`config.mk`:
```
export PLATFORM = sky130hd
export DESIGN_NAME = ssd1331_spi_sink
export DESIGN_NICKNAME = d
export VERILOG_FILES = /design/src/rtl/ssd1331_pkg.sv /design/src/rtl/spi_byte_rx.sv /design/src/rtl/ssd1331_spi_sink.sv
export SDC_FILE = /design/constraint.sdc
export NUM_CORES = 1
export LEC_CHECK = 0
export CORE_UTILIZATION = 35
export CTS_CLUSTER_SIZE = 30
export DETAILED_ROUTE_END_ITERATION = 6
export PLACE_DENSITY_LB_ADDON = 0.08
export REMOVE_ABC_BUFFERS = 1
export SLEW_MARGIN = 20
export SYNTH_ARGS = -nofsm -noshare
export SYNTH_HDL_FRONTEND = slang
export SYNTH_SLANG_ARGS = --single-unit
```
`constraint.sdc`:
```
create_clock -name clk -period 2.96 [get_ports clk]
set_input_delay 0.592 -clock clk [delete_from_list [all_inputs] [get_ports clk]]
set_output_delay 0.592 -clock clk [all_outputs]
set_load 0.03 [all_outputs]
```
`src/rtl/ssd1331_pkg.sv`:
```
// Shared SSD1331 command definitions and argument-count table for the SPI sink.
package ssd1331_pkg;

  localparam int DEF_WIDTH  = 96;
  localparam int DEF_HEIGHT = 64;

  localparam logic [7:0] CMD_SET_COL     = 8'h15;
  localparam logic [7:0] CMD_SET_ROW     = 8'h75;
  localparam logic [7:0] CMD_DRAW_LINE   = 8'h21;
  localparam logic [7:0] CMD_DRAW_RECT   = 8'h22;
  localparam logic [7:0] CMD_COPY        = 8'h23;
  localparam logic [7:0] CMD_DIM_WIN     = 8'h24;
  localparam logic [7:0] CMD_CLEAR       = 8'h25;
  localparam logic [7:0] CMD_FILL        = 8'h26;
  localparam logic [7:0] CMD_SCROLL      = 8'h27;
  localparam logic [7:0] CMD_CONTRAST_A  = 8'h81;
  localparam logic [7:0] CMD_CONTRAST_B  = 8'h82;
  localparam logic [7:0] CMD_CONTRAST_C  = 8'h83;
  localparam logic [7:0] CMD_MASTER_CUR  = 8'h87;
  localparam logic [7:0] CMD_PRECHG_A    = 8'h8A;
  localparam logic [7:0] CMD_PRECHG_B    = 8'h8B;
  localparam logic [7:0] CMD_PRECHG_C    = 8'h8C;
  localparam logic [7:0] CMD_REMAP       = 8'hA0;
  localparam logic [7:0] CMD_START_LINE  = 8'hA1;
  localparam logic [7:0] CMD_OFFSET      = 8'hA2;
  localparam logic [7:0] CMD_MUX_RATIO   = 8'hA8;
  localparam logic [7:0] CMD_DIM_MODE    = 8'hAB;
  localparam logic [7:0] CMD_MASTER_CFG  = 8'hAD;
  localparam logic [7:0] CMD_POWER_SAVE  = 8'hB0;
  localparam logic [7:0] CMD_PHASE       = 8'hB1;
  localparam logic [7:0] CMD_CLK_DIV     = 8'hB3;
  localparam logic [7:0] CMD_GRAY_TABLE  = 8'hB8;
  localparam logic [7:0] CMD_PRECHG_LVL  = 8'hBB;
  localparam logic [7:0] CMD_VCOMH       = 8'hBE;

  typedef enum logic {ST_IDLE = 1'b0, ST_ARGS = 1'b1} cmd_state_e;

  // Anything not listed (display on/off, modes, unknown) takes no arguments.
  function automatic logic [5:0] arg_count(input logic [7:0] op);
    case (op)
      CMD_SET_COL, CMD_SET_ROW:                  arg_count = 6'd2;
      CMD_DRAW_LINE:                             arg_count = 6'd7;
      CMD_DRAW_RECT:                             arg_count = 6'd10;
      CMD_COPY:                                  arg_count = 6'd6;
      CMD_DIM_WIN, CMD_CLEAR:                    arg_count = 6'd4;
      CMD_SCROLL, CMD_DIM_MODE:                  arg_count = 6'd5;
      CMD_FILL, CMD_CONTRAST_A, CMD_CONTRAST_B,
      CMD_CONTRAST_C, CMD_MASTER_CUR,
      CMD_PRECHG_A, CMD_PRECHG_B, CMD_PRECHG_C,
      CMD_REMAP, CMD_START_LINE, CMD_OFFSET,
      CMD_MUX_RATIO, CMD_MASTER_CFG,
      CMD_POWER_SAVE, CMD_PHASE, CMD_CLK_DIV,
      CMD_PRECHG_LVL, CMD_VCOMH:                 arg_count = 6'd1;
      CMD_GRAY_TABLE:                            arg_count = 6'd32;
      default:                                   arg_count = 6'd0;
    endcase
  endfunction

endpackage

```
`src/rtl/spi_byte_rx.sv`:
```
// Oversampling SPI mode-0 byte receiver: synchronizers, sck edge detect,
// MSB-first shift register, byte pulse and partial-byte abort pulse.
module spi_byte_rx #(
  parameter int SYNC_STAGES = 2
) (
  input  logic       clk,
  input  logic       resetn,
  input  logic       spi_cs,
  input  logic       spi_sck,
  input  logic       spi_mosi,
  input  logic       spi_dc,
  output logic       byte_valid,
  output logic [7:0] byte_data,
  output logic       byte_is_data,
  output logic       cs_abort
);

  logic [SYNC_STAGES-1:0] cs_sync_q, cs_sync_d, sck_sync_q, sck_sync_d;
  logic [SYNC_STAGES-1:0] mosi_sync_q, mosi_sync_d, dc_sync_q, dc_sync_d;
  logic       sck_prev_q, sck_prev_d;
  logic [7:0] shift_q, shift_d;
  logic [2:0] cnt_q, cnt_d;
  logic       done_q, done_d, dc_lat_q, dc_lat_d;
  logic       byte_valid_q, byte_valid_d, byte_is_data_q, byte_is_data_d;
  logic [7:0] byte_data_q, byte_data_d;
  logic       abort_q, abort_d;
  logic       cs_s, sck_s, mosi_s, dc_s, sck_rise;

  assign cs_s     = cs_sync_q[SYNC_STAGES-1];
  assign sck_s    = sck_sync_q[SYNC_STAGES-1];
  assign mosi_s   = mosi_sync_q[SYNC_STAGES-1];
  assign dc_s     = dc_sync_q[SYNC_STAGES-1];
  assign sck_rise = sck_s & ~sck_prev_q & ~cs_s;

  always_comb begin
    cs_sync_d   = {cs_sync_q[SYNC_STAGES-2:0], spi_cs};
    sck_sync_d  = {sck_sync_q[SYNC_STAGES-2:0], spi_sck};
    mosi_sync_d = {mosi_sync_q[SYNC_STAGES-2:0], spi_mosi};
    dc_sync_d   = {dc_sync_q[SYNC_STAGES-2:0], spi_dc};
    sck_prev_d  = sck_s;
    shift_d     = shift_q;
    cnt_d       = cnt_q;
    done_d      = 1'b0;
    dc_lat_d    = dc_lat_q;
    abort_d     = 1'b0;
    if (cs_s) begin
      // Clearing the count makes the abort a single-cycle pulse.
      cnt_d   = 3'd0;
      abort_d = (cnt_q != 3'd0);
    end else if (sck_rise) begin
      shift_d = {shift_q[6:0], mosi_s};
      cnt_d   = cnt_q + 3'd1;
      if (cnt_q == 3'd7) begin
        done_d   = 1'b1;
        dc_lat_d = dc_s;
      end
    end
    byte_valid_d   = done_q;
    byte_data_d    = done_q ? shift_q  : byte_data_q;
    byte_is_data_d = done_q ? dc_lat_q : byte_is_data_q;
  end

  always_ff @(posedge clk or negedge resetn) begin
    if (!resetn) begin
      cs_sync_q      <= '1;
      sck_sync_q     <= '0;
      mosi_sync_q    <= '0;
      dc_sync_q      <= '0;
      sck_prev_q     <= 1'b0;
      shift_q        <= 8'd0;
      cnt_q          <= 3'd0;
      done_q         <= 1'b0;
      dc_lat_q       <= 1'b0;
      byte_valid_q   <= 1'b0;
      byte_data_q    <= 8'd0;
      byte_is_data_q <= 1'b0;
      abort_q        <= 1'b0;
    end else begin
      cs_sync_q      <= cs_sync_d;
      sck_sync_q     <= sck_sync_d;
      mosi_sync_q    <= mosi_sync_d;
      dc_sync_q      <= dc_sync_d;
      sck_prev_q     <= sck_prev_d;
      shift_q        <= shift_d;
      cnt_q          <= cnt_d;
      done_q         <= done_d;
      dc_lat_q       <= dc_lat_d;
      byte_valid_q   <= byte_valid_d;
      byte_data_q    <= byte_data_d;
      byte_is_data_q <= byte_is_data_d;
      abort_q        <= abort_d;
    end
  end

  assign byte_valid   = byte_valid_q;
  assign byte_data    = byte_data_q;
  assign byte_is_data = byte_is_data_q;
  assign cs_abort     = abort_q;

endmodule

```
`src/rtl/ssd1331_spi_sink.sv`:
```
// SSD1331 display-side SPI sink: command decode, column/row windowing and
// RGB565 pixel assembly with an auto-advancing cursor.
module ssd1331_spi_sink
  import ssd1331_pkg::*;
#(
  parameter int  WIDTH       = DEF_WIDTH,
  parameter int  HEIGHT      = DEF_HEIGHT,
  parameter int  SYNC_STAGES = 2,
  localparam int X_W         = $clog2(WIDTH),
  localparam int Y_W         = $clog2(HEIGHT)
) (
  input  logic           clk,
  input  logic           resetn,
  input  logic           spi_cs,
  input  logic           spi_sck,
  input  logic           spi_mosi,
  input  logic           spi_dc,
  output logic           byte_valid,
  output logic [7:0]     byte_data,
  output logic           byte_is_data,
  output logic           cmd_valid,
  output logic [7:0]     cmd_opcode,
  output logic           pix_valid,
  output logic [X_W-1:0] pix_x,
  output logic [Y_W-1:0] pix_y,
  output logic [15:0]    pix_rgb,
  output logic           frame_done,
  output logic           cs_abort
);

  spi_byte_rx #(.SYNC_STAGES(SYNC_STAGES)) u_rx (
    .clk          (clk),
    .resetn       (resetn),
    .spi_cs       (spi_cs),
    .spi_sck      (spi_sck),
    .spi_mosi     (spi_mosi),
    .spi_dc       (spi_dc),
    .byte_valid   (byte_valid),
    .byte_data    (byte_data),
    .byte_is_data (byte_is_data),
    .cs_abort     (cs_abort)
  );

  function automatic logic [X_W-1:0] clamp_x(input logic [7:0] v);
    if (int'(v) > WIDTH - 1) return X_W'(WIDTH - 1);
    return X_W'(v);
  endfunction

  function automatic logic [Y_W-1:0] clamp_y(input logic [7:0] v);
    if (int'(v) > HEIGHT - 1) return Y_W'(HEIGHT - 1);
    return Y_W'(v);
  endfunction

  cmd_state_e     state_q, state_d;
  logic [5:0]     rem_q, rem_d;
  logic [7:0]     prev_arg_q, prev_arg_d;
  logic [X_W-1:0] col_start_q, col_start_d, col_end_q, col_end_d, cur_x_q, cur_x_d;
  logic [Y_W-1:0] row_start_q, row_start_d, row_end_q, row_end_d, cur_y_q, cur_y_d;
  logic           phase_q, phase_d;
  logic [7:0]     hi_q, hi_d;
  logic           cmd_valid_q, cmd_valid_d, pix_valid_q, pix_valid_d;
  logic           frame_done_q, frame_done_d;
  logic [7:0]     cmd_opcode_q, cmd_opcode_d;
  logic [X_W-1:0] pix_x_q, pix_x_d, ax_s, ax_e;
  logic [Y_W-1:0] pix_y_q, pix_y_d, ay_s, ay_e;
  logic [15:0]    pix_rgb_q, pix_rgb_d;

  always_comb begin
    state_d      = state_q;
    rem_d        = rem_q;
    prev_arg_d   = prev_arg_q;
    col_start_d  = col_start_q;
    col_end_d    = col_end_q;
    row_start_d  = row_start_q;
    row_end_d    = row_end_q;
    cur_x_d      = cur_x_q;
    cur_y_d      = cur_y_q;
    phase_d      = phase_q;
    hi_d         = hi_q;
    cmd_valid_d  = 1'b0;
    cmd_opcode_d = cmd_opcode_q;
    pix_valid_d  = 1'b0;
    frame_done_d = 1'b0;
    pix_x_d      = pix_x_q;
    pix_y_d      = pix_y_q;
    pix_rgb_d    = pix_rgb_q;
    // Window arguments: the previous argument byte is the start, this one the end.
    ax_s = clamp_x(prev_arg_q);
    ax_e = clamp_x(byte_data);
    ay_s = clamp_y(prev_arg_q);
    ay_e = clamp_y(byte_data);
    if (ax_s > ax_e) ax_e = ax_s;
    if (ay_s > ay_e) ay_e = ay_s;

    if (byte_valid) begin
      if (!byte_is_data) begin
        phase_d = 1'b0;
        if (state_q == ST_IDLE) begin
          cmd_valid_d  = 1'b1;
          cmd_opcode_d = byte_data;
          rem_d        = arg_count(byte_data);
          if (arg_count(byte_data) != 6'd0) state_d = ST_ARGS;
        end else begin
          prev_arg_d = byte_data;
          rem_d      = rem_q - 6'd1;
          if (rem_q == 6'd1) begin
            state_d = ST_IDLE;
            if (cmd_opcode_q == CMD_SET_COL) begin
              col_start_d = ax_s;
              col_end_d   = ax_e;
              cur_x_d     = ax_s;
            end else if (cmd_opcode_q == CMD_SET_ROW) begin
              row_start_d = ay_s;
              row_end_d   = ay_e;
              cur_y_d     = ay_s;
            end
          end
        end
      end else if (!phase_q) begin
        hi_d    = byte_data;
        phase_d = 1'b1;
      end else begin
        phase_d     = 1'b0;
        pix_valid_d = 1'b1;
        pix_x_d     = cur_x_q;
        pix_y_d     = cur_y_q;
        pix_rgb_d   = {hi_q, byte_data};
        if (cur_x_q != col_end_q) begin
          cur_x_d = cur_x_q + 1'b1;
        end else begin
          cur_x_d = col_start_q;
          if (cur_y_q != row_end_q) begin
            cur_y_d = cur_y_q + 1'b1;
          end else begin
            cur_y_d      = row_start_q;
            frame_done_d = 1'b1;
          end
        end
      end
    end
  end

  always_ff @(posedge clk or negedge resetn) begin
    if (!resetn) begin
      state_q      <= ST_IDLE;
      rem_q        <= 6'd0;
      prev_arg_q   <= 8'd0;
      col_start_q  <= '0;
      col_end_q    <= X_W'(WIDTH - 1);
      row_start_q  <= '0;
      row_end_q    <= Y_W'(HEIGHT - 1);
      cur_x_q      <= '0;
      cur_y_q      <= '0;
      phase_q      <= 1'b0;
      hi_q         <= 8'd0;
      cmd_valid_q  <= 1'b0;
      cmd_opcode_q <= 8'd0;
      pix_valid_q  <= 1'b0;
      frame_done_q <= 1'b0;
      pix_x_q      <= '0;
      pix_y_q      <= '0;
      pix_rgb_q    <= 16'd0;
    end else begin
      state_q      <= state_d;
      rem_q        <= rem_d;
      prev_arg_q   <= prev_arg_d;
      col_start_q  <= col_start_d;
      col_end_q    <= col_end_d;
      row_start_q  <= row_start_d;
      row_end_q    <= row_end_d;
      cur_x_q      <= cur_x_d;
      cur_y_q      <= cur_y_d;
      phase_q      <= phase_d;
      hi_q         <= hi_d;
      cmd_valid_q  <= cmd_valid_d;
      cmd_opcode_q <= cmd_opcode_d;
      pix_valid_q  <= pix_valid_d;
      frame_done_q <= frame_done_d;
      pix_x_q      <= pix_x_d;
      pix_y_q      <= pix_y_d;
      pix_rgb_q    <= pix_rgb_d;
    end
  end

  assign cmd_valid  = cmd_valid_q;
  assign cmd_opcode = cmd_opcode_q;
  assign pix_valid  = pix_valid_q;
  assign pix_x      = pix_x_q;
  assign pix_y      = pix_y_q;
  assign pix_rgb    = pix_rgb_q;
  assign frame_done = frame_done_q;

endmodule

```
Yosys cells after proc, flatten, opt, wreduce, memory -nomap -nowiden:

Cells that the tools add are included.

* bits in registers: 136

* order comparisons: 6
* reduce and logical (&&, ||, !) cells: 22
* multiplexer cells: 55
* bitwise gates (word level): 8
* eq/ne operators: 37
* add/sub/neg operators: 4

Operator list (count)
* $eq A8 B8 Y1 const B: 19
* $mux W6: 17
* $mux W7: 11
* $eq A8 B6 Y1 const B: 7
* $pmux W6 S8: 1
* $mux W1: 24
* $reduce_or A18 Y1: 1
* $eq A8 B5 Y1 const B: 2
* $eq A8 B7 Y1 const B: 2
* $gt A8 B6 Y1 const B: 2
* $gt A8 B7 Y1 const B: 2
* $reduce_and A3 Y1: 5
* $reduce_and A5 Y1: 2
* $reduce_bool A2 Y1: 5
* $add A7 B1 Y7 const B: 1
* $gt A7 B7 Y1: 1
* $ne A7 B7 Y1: 1
* $reduce_and A7 Y1: 1
* $add A6 B1 Y6 const B: 1
* $eq A6 B1 Y1 const B: 1
* $gt A6 B6 Y1: 1
* $mux W3: 2
* $ne A6 B6 Y1: 1
* $not A1 Y1: 6
* other kinds (11): 16

Longest topological paths before layout:

* depth after elaboration: 9
* depth in mapped cells: 11
* depth with buffers taken out: 11

Cells and area by module:

Synthesis repeated with hierarchy kept, for this count alone.

* cells, all modules: 651
* area, all modules: 6678.9 µm²

By module, submodules not included
* ssd1331_spi_sink: cells an instance 583, area each 5510.3 µm², instances 1, sequential area each 2592.5 µm²
* spi_byte_rx: cells an instance 68, area each 1168.6 µm², instances 1, sequential area each 828.3 µm²

Worst setup path after synthesis:

Ideal clock, no wire load.

* kind: flip-flop to flip-flop
* from: reg u_rx.byte_data_q[7] (netlist: u_rx.byte_data[7])
* to: reg row_end_q[1]
* setup time: 0.079 ns
* data arrival time: 2.710 ns
* cell stages (with the launch flop): 12
* setup slack: 0.171 ns
* path through: dfrtp_1 > buf_2 > or2_2 > clkbuf_1 > nor2_1 > ha_1 > and4_1 > o21ai_0 > o211a_1 > a31oi_1 > mux2_2 > o21ai_0

* cells in the longest elaborated chain, start to end: 5

Ends and longest elaborated chain
* start, declared: RTL line spi_byte_rx.sv:25 `logic [7:0] byte_data_q, byte_data_d;`
* start signal, assigned: RTL line spi_byte_rx.sv:89 `byte_data_q <= byte_data_d;`
* $gt A8 B6 Y1 (*): RTL line ssd1331_spi_sink.sv:50 `if (int'(v) > HEIGHT - 1) return Y_W'(HEIGHT - 1);`
* $mux W1 (*): RTL line ssd1331_spi_sink.sv:50
* $mux W6 (*): RTL line ssd1331_spi_sink.sv:51 `return Y_W'(v);`
* $gt A6 B6 Y1: RTL line ssd1331_spi_sink.sv:93 `if (ay_s > ay_e) ay_e = ay_s;`
* $mux W6 (*): RTL line ssd1331_spi_sink.sv:93
* end signal, assigned: RTL line ssd1331_spi_sink.sv:151 `row_end_q <= Y_W'(HEIGHT - 1);`
* end signal, assigned: RTL line ssd1331_spi_sink.sv:170 `row_end_q <= row_end_d;`
* end, declared: RTL line ssd1331_spi_sink.sv:58 `logic [Y_W-1:0] row_start_q, row_start_d, row_end_q, row_end_d, cur_y_q, cur_y_d;`

Every way passes the cells marked *; elsewhere a longest branch is shown, timed or not.
A chain may end at the register's enable or synchronous reset.

Worst setup path after layout:

* from: reg prev_arg_q[5]
* to: reg col_end_q[3]

* cells in the longest elaborated chain, start to end: 5

Ends and longest elaborated chain
* start, declared: RTL line ssd1331_spi_sink.sv:56 `logic [7:0] prev_arg_q, prev_arg_d;`
* start signal, assigned: RTL line ssd1331_spi_sink.sv:166 `prev_arg_q <= prev_arg_d;`
* $gt A8 B7 Y1: RTL line ssd1331_spi_sink.sv:45 `if (int'(v) > WIDTH - 1) return X_W'(WIDTH - 1);`
* $mux W1: RTL line ssd1331_spi_sink.sv:45
* $mux W7: RTL line ssd1331_spi_sink.sv:46 `return X_W'(v);`
* via ax_s[1]: RTL line ssd1331_spi_sink.sv:64 `logic [X_W-1:0] pix_x_q, pix_x_d, ax_s, ax_e;`
* $gt A7 B7 Y1: RTL line ssd1331_spi_sink.sv:92 `if (ax_s > ax_e) ax_e = ax_s;`
* $mux W7: RTL line ssd1331_spi_sink.sv:92
* end signal, assigned: RTL line ssd1331_spi_sink.sv:149 `col_end_q <= X_W'(WIDTH - 1);`
* end signal, assigned: RTL line ssd1331_spi_sink.sv:168 `col_end_q <= col_end_d;`
* end, declared: RTL line ssd1331_spi_sink.sv:57 `logic [X_W-1:0] col_start_q, col_start_d, col_end_q, col_end_d, cur_x_q, cur_x_d;`

The timed path passes the listed nets, and every way through them passes these cells.

==> run_results.csv <==
group,metric,value,unit
grt,grt_usage,17.6,%
place,place_hpwl,11000,um
routing,met3_length,505,um
cells_and_area,diodes,0,
synthesis,synthesis.area,6650,um^2
synthesis,yosysSeqAreaShare,51.4,%
synthesis,synth-edff-count,0,
sta,clock.fmax,380,MHz
cts,clockBufferDepth,2,
sta,finalClockSkew,9.69,ps
cts,cts_sinks,136,
power_and_ir_drop,p_leak,0.00388,uW
critical_path,slowest_stage,"dfrtp_1",
routing,dr_total_vias,4713,
cts,clk_pin_slew_worst_paths,60,ps
routing,highest_layer,"met4",
critical_path,path_class,"flop to flop",
routing,firstDrtPassIters,4,
critical_path,start_kind,"flop",
cells_and_area,fillers,1758,
place,place_congestion,0.857,
routing,drt-initial-drc-count,235,
sta,maxSlewViolCount,0,
job,maxCapViolCount,0,
critical_path,crit_required,3310,ps
critical_path,max_stage_delay,410,ps
critical_path,cp_max_fo,7,
floorplan,start_util,35.7,%
critical_path,arrival,2980,ps
critical_path,crit_top_cell,"o21ai_0",
place,port_buffers,56,
routing,dr_wl_met2,7270,um
critical_path,cp_cell_sequence,"a21o_1 > nor2_1 > inv_1 > ha_1 > nor2b_1 > o21ai_0 > a21oi_1 > o21bai_2 > mux2_2 > o21ai_0",
synthesis,yosysWarnings,0,
cells_and_area,area_delta_synth_final,22.7,%
routing,m1WireLength,7590,um
cells_and_area,final_cell_mix,"122 x dfrtp_1, 88 x mux2_2, 55 x clkdlybuf4s50_1",
sta,tns,0,ps
routing,detail-route-antenna-nets,0,
grt,antenna_found_initial,0,
synthesis,synth_seq_cells,136,
floorplan,core_area,18600,um^2
cts,cts_tree,"done",
floorplan,die_x,140,um
synthesis,synth_cell_type_count,60,
routing,drc,0,
floorplan,die_y,140,um
sta,tightest_slew,1060,ps
cts,htree_levels,4,
floorplan,io_pins,57,
synthesis,synthFlopType,"dfrtp_1",
synthesis,synth_area_leaders,"dfrtp_1 46%, mux2_2 15%, dfstp_2 5.5%, ha_1 3.8%, nor2_1 3.0%",
sta,rsz0062_at_grt,"false",
routing,wire_per_inst,17.1,um
synthesis,syn-mean-instance-area,10.9,um^2
sta,finalHoldViolCount,0,
cells_and_area,drive_above_1_share,26.1,%
power_and_ir_drop,peakVddDrop,0.394,mV
hold_path,hp-class,"input port to async pin",
sta,fin_crit,2630,ps
place,dp_cells,889,
power_and_ir_drop,p_per_area,514,nW/um^2
sta,slew_headroom,28.9,%
routing,via_per_inst,5.12,
outcome,outcome,"complete, no violations",
critical_path,end_kind,"flop",
cts,cts_root_buffer,"clkbuf_16",
sta,whs,177,ps
grt,grt_max_degree,67,
cts,clkLatencyLatePin,430,ps
floorplan,dieArea,19600,um^2
grt,grt_overflow,0,
grt,grt_pass1_vias,4932,
synthesis,netlist_instances,609,
cts,cts_buffers,17,
routing,totalWireLength,15700,um
synthesis,synth_top_area_share,45.9,%
synthesis,yosys.area.top_type,"dfrtp_1",
sta,finalSetupViolCount,0,
synthesis,ys_async_sr_fraction,100,%
cells_and_area,layout_commonest_cell,"dfrtp_1",
cts,post_cts_buffers,0,
cells_and_area,nNetsFinal,700,
sta,fin_crit_sh,89.0,%
floorplan,rows,50,
cells_and_area,stdcell_count,921,
grt,grt_first_pass_wirelength,26400,um
==> worst max-delay path: cells and delay by family, from the launching register on <==
family / cells / cell delay [ps]
flip-flops: 1 / 410
adder cells (fa/ha/maj): 1 / 310
AO/OA/AOI/OAI: 5 / 990
buffers and inverters: 1 / 100
multiplexers: 1 / 390
AND/OR/NAND/NOR: 2 / 360
==> Yosys cell counts (all sizes together) (2+ instances only) <==
| library cell | instances |
|---|---|
| a211oi | 4 |
| a21o | 3 |
| a21oi | 36 |
| a31oi | 4 |
| and3 | 2 |
| and4 | 2 |
| buf | 13 |
| clkbuf | 22 |
| dfrtp | 122 |
| dfstp | 14 |
| ha | 20 |
| inv | 26 |
| mux2 | 88 |
| mux2i | 9 |
| nand2 | 44 |
| nand2b | 3 |
| nand3 | 20 |
| nand4 | 5 |
| nor2 | 56 |
| nor2b | 7 |
| nor3 | 10 |
| nor3b | 2 |
| nor4 | 4 |
| nor4bb | 2 |
| o21ai | 35 |
| o21bai | 2 |
| o22ai | 4 |
| or2 | 4 |
| or3 | 3 |
| or3b | 2 |
| xnor2 | 8 |
| xor2 | 14 |
==> metrics by stage <==
stage	utilization (%)	worst slack (ps)	total power, uW	cell area [um^2]
finish	43.8	327	4190	8160
global route	43.8	105	4370	8160
global placement	40.5	271	2090	7540
detailed placement	40.5	122	2090	7540
CTS	43.7	95.1	4260	8150
floorplan	-	239	2020	6490
==> final timing paths <==
check | from | to | slack (ps) | cells past startpoint
worst max-delay path | prev_arg_q[5] | col_end_q[3] | 330 | 10
worst min-delay path | resetn | pix_x[2] | 180 | 1
worst max register to register | prev_arg_q[5] | col_end_q[3] | 330 | 10
worst min register to register | u_rx.dc_sync_q[0] | u_rx.dc_sync_q[1] | 350 | 0
max in group asynchronous | resetn | row_end_q[3] | 1940 | 2
min in group clk | u_rx.dc_sync_q[0] | u_rx.dc_sync_q[1] | 350 | 0
==> timing repair <==
action / 4_1_cts / 5_1_grt
setup endpoints to repair: 0 / 10
resized for setup: 0 / 6
hold buffers: 0 / 0
==> area by class of cell <==
type,count,area [um^2],area share [%]
clock buffers,17,425,5.21
clock inverters,15,181,2.22
inverters,27,101,1.24
multi-input cells,411,2980,36.5
flip-flops and latches,136,3420,41.9
well taps,234,293,3.59
repair buffers,81,762,9.33
==> state kept, by name, indices dropped and copies added (netlist names), 2 cells and up <==
| signal | flops |
|---|---|
| u_rx.mosi_sync_q | 2 |
| u_rx.byte_data | 8 |
| u_rx.sck_sync_q | 2 |
| pix_x | 7 |
| cur_y_q | 6 |
| cmd_opcode | 8 |
| u_rx.dc_sync_q | 2 |
| row_end_q | 6 |
| cur_x_q | 7 |
| hi_q | 8 |
| rem_q | 6 |
| row_start_q | 6 |
| u_rx.cnt_q | 3 |
| pix_y | 6 |
| u_rx.cs_sync_q | 2 |
| pix_rgb | 16 |
| prev_arg_q | 8 |
| col_end_q | 7 |
| col_start_q | 7 |
| u_rx.shift_q | 8 |
==> per-layer routing <==
layer	GRT usage (%)	up-vias
li1	-	2266
met1	23.4	2333
met2	27.6	92
met3	3.79	22
met4	7.98	0
met5	0	-
==> cell families after synthesis <==
family	share of synthesized area (%)
buf+inv	4.01
compound gates	8.90
mux	16.2
fa+ha+maj	3.76
simple gates	12.8
xor+xnor	2.90
flops	51.4
==> power breakdown <==
group	total (uW)	internal [uW]	switching, uW	leakage [uW]
combinational	106	49.8	56.2	0.00176
clock	2140	1210	926	0.000295
sequential	1950	1910	36.2	0.00182
No activity file was read; power rests on OpenSTA's default activity.
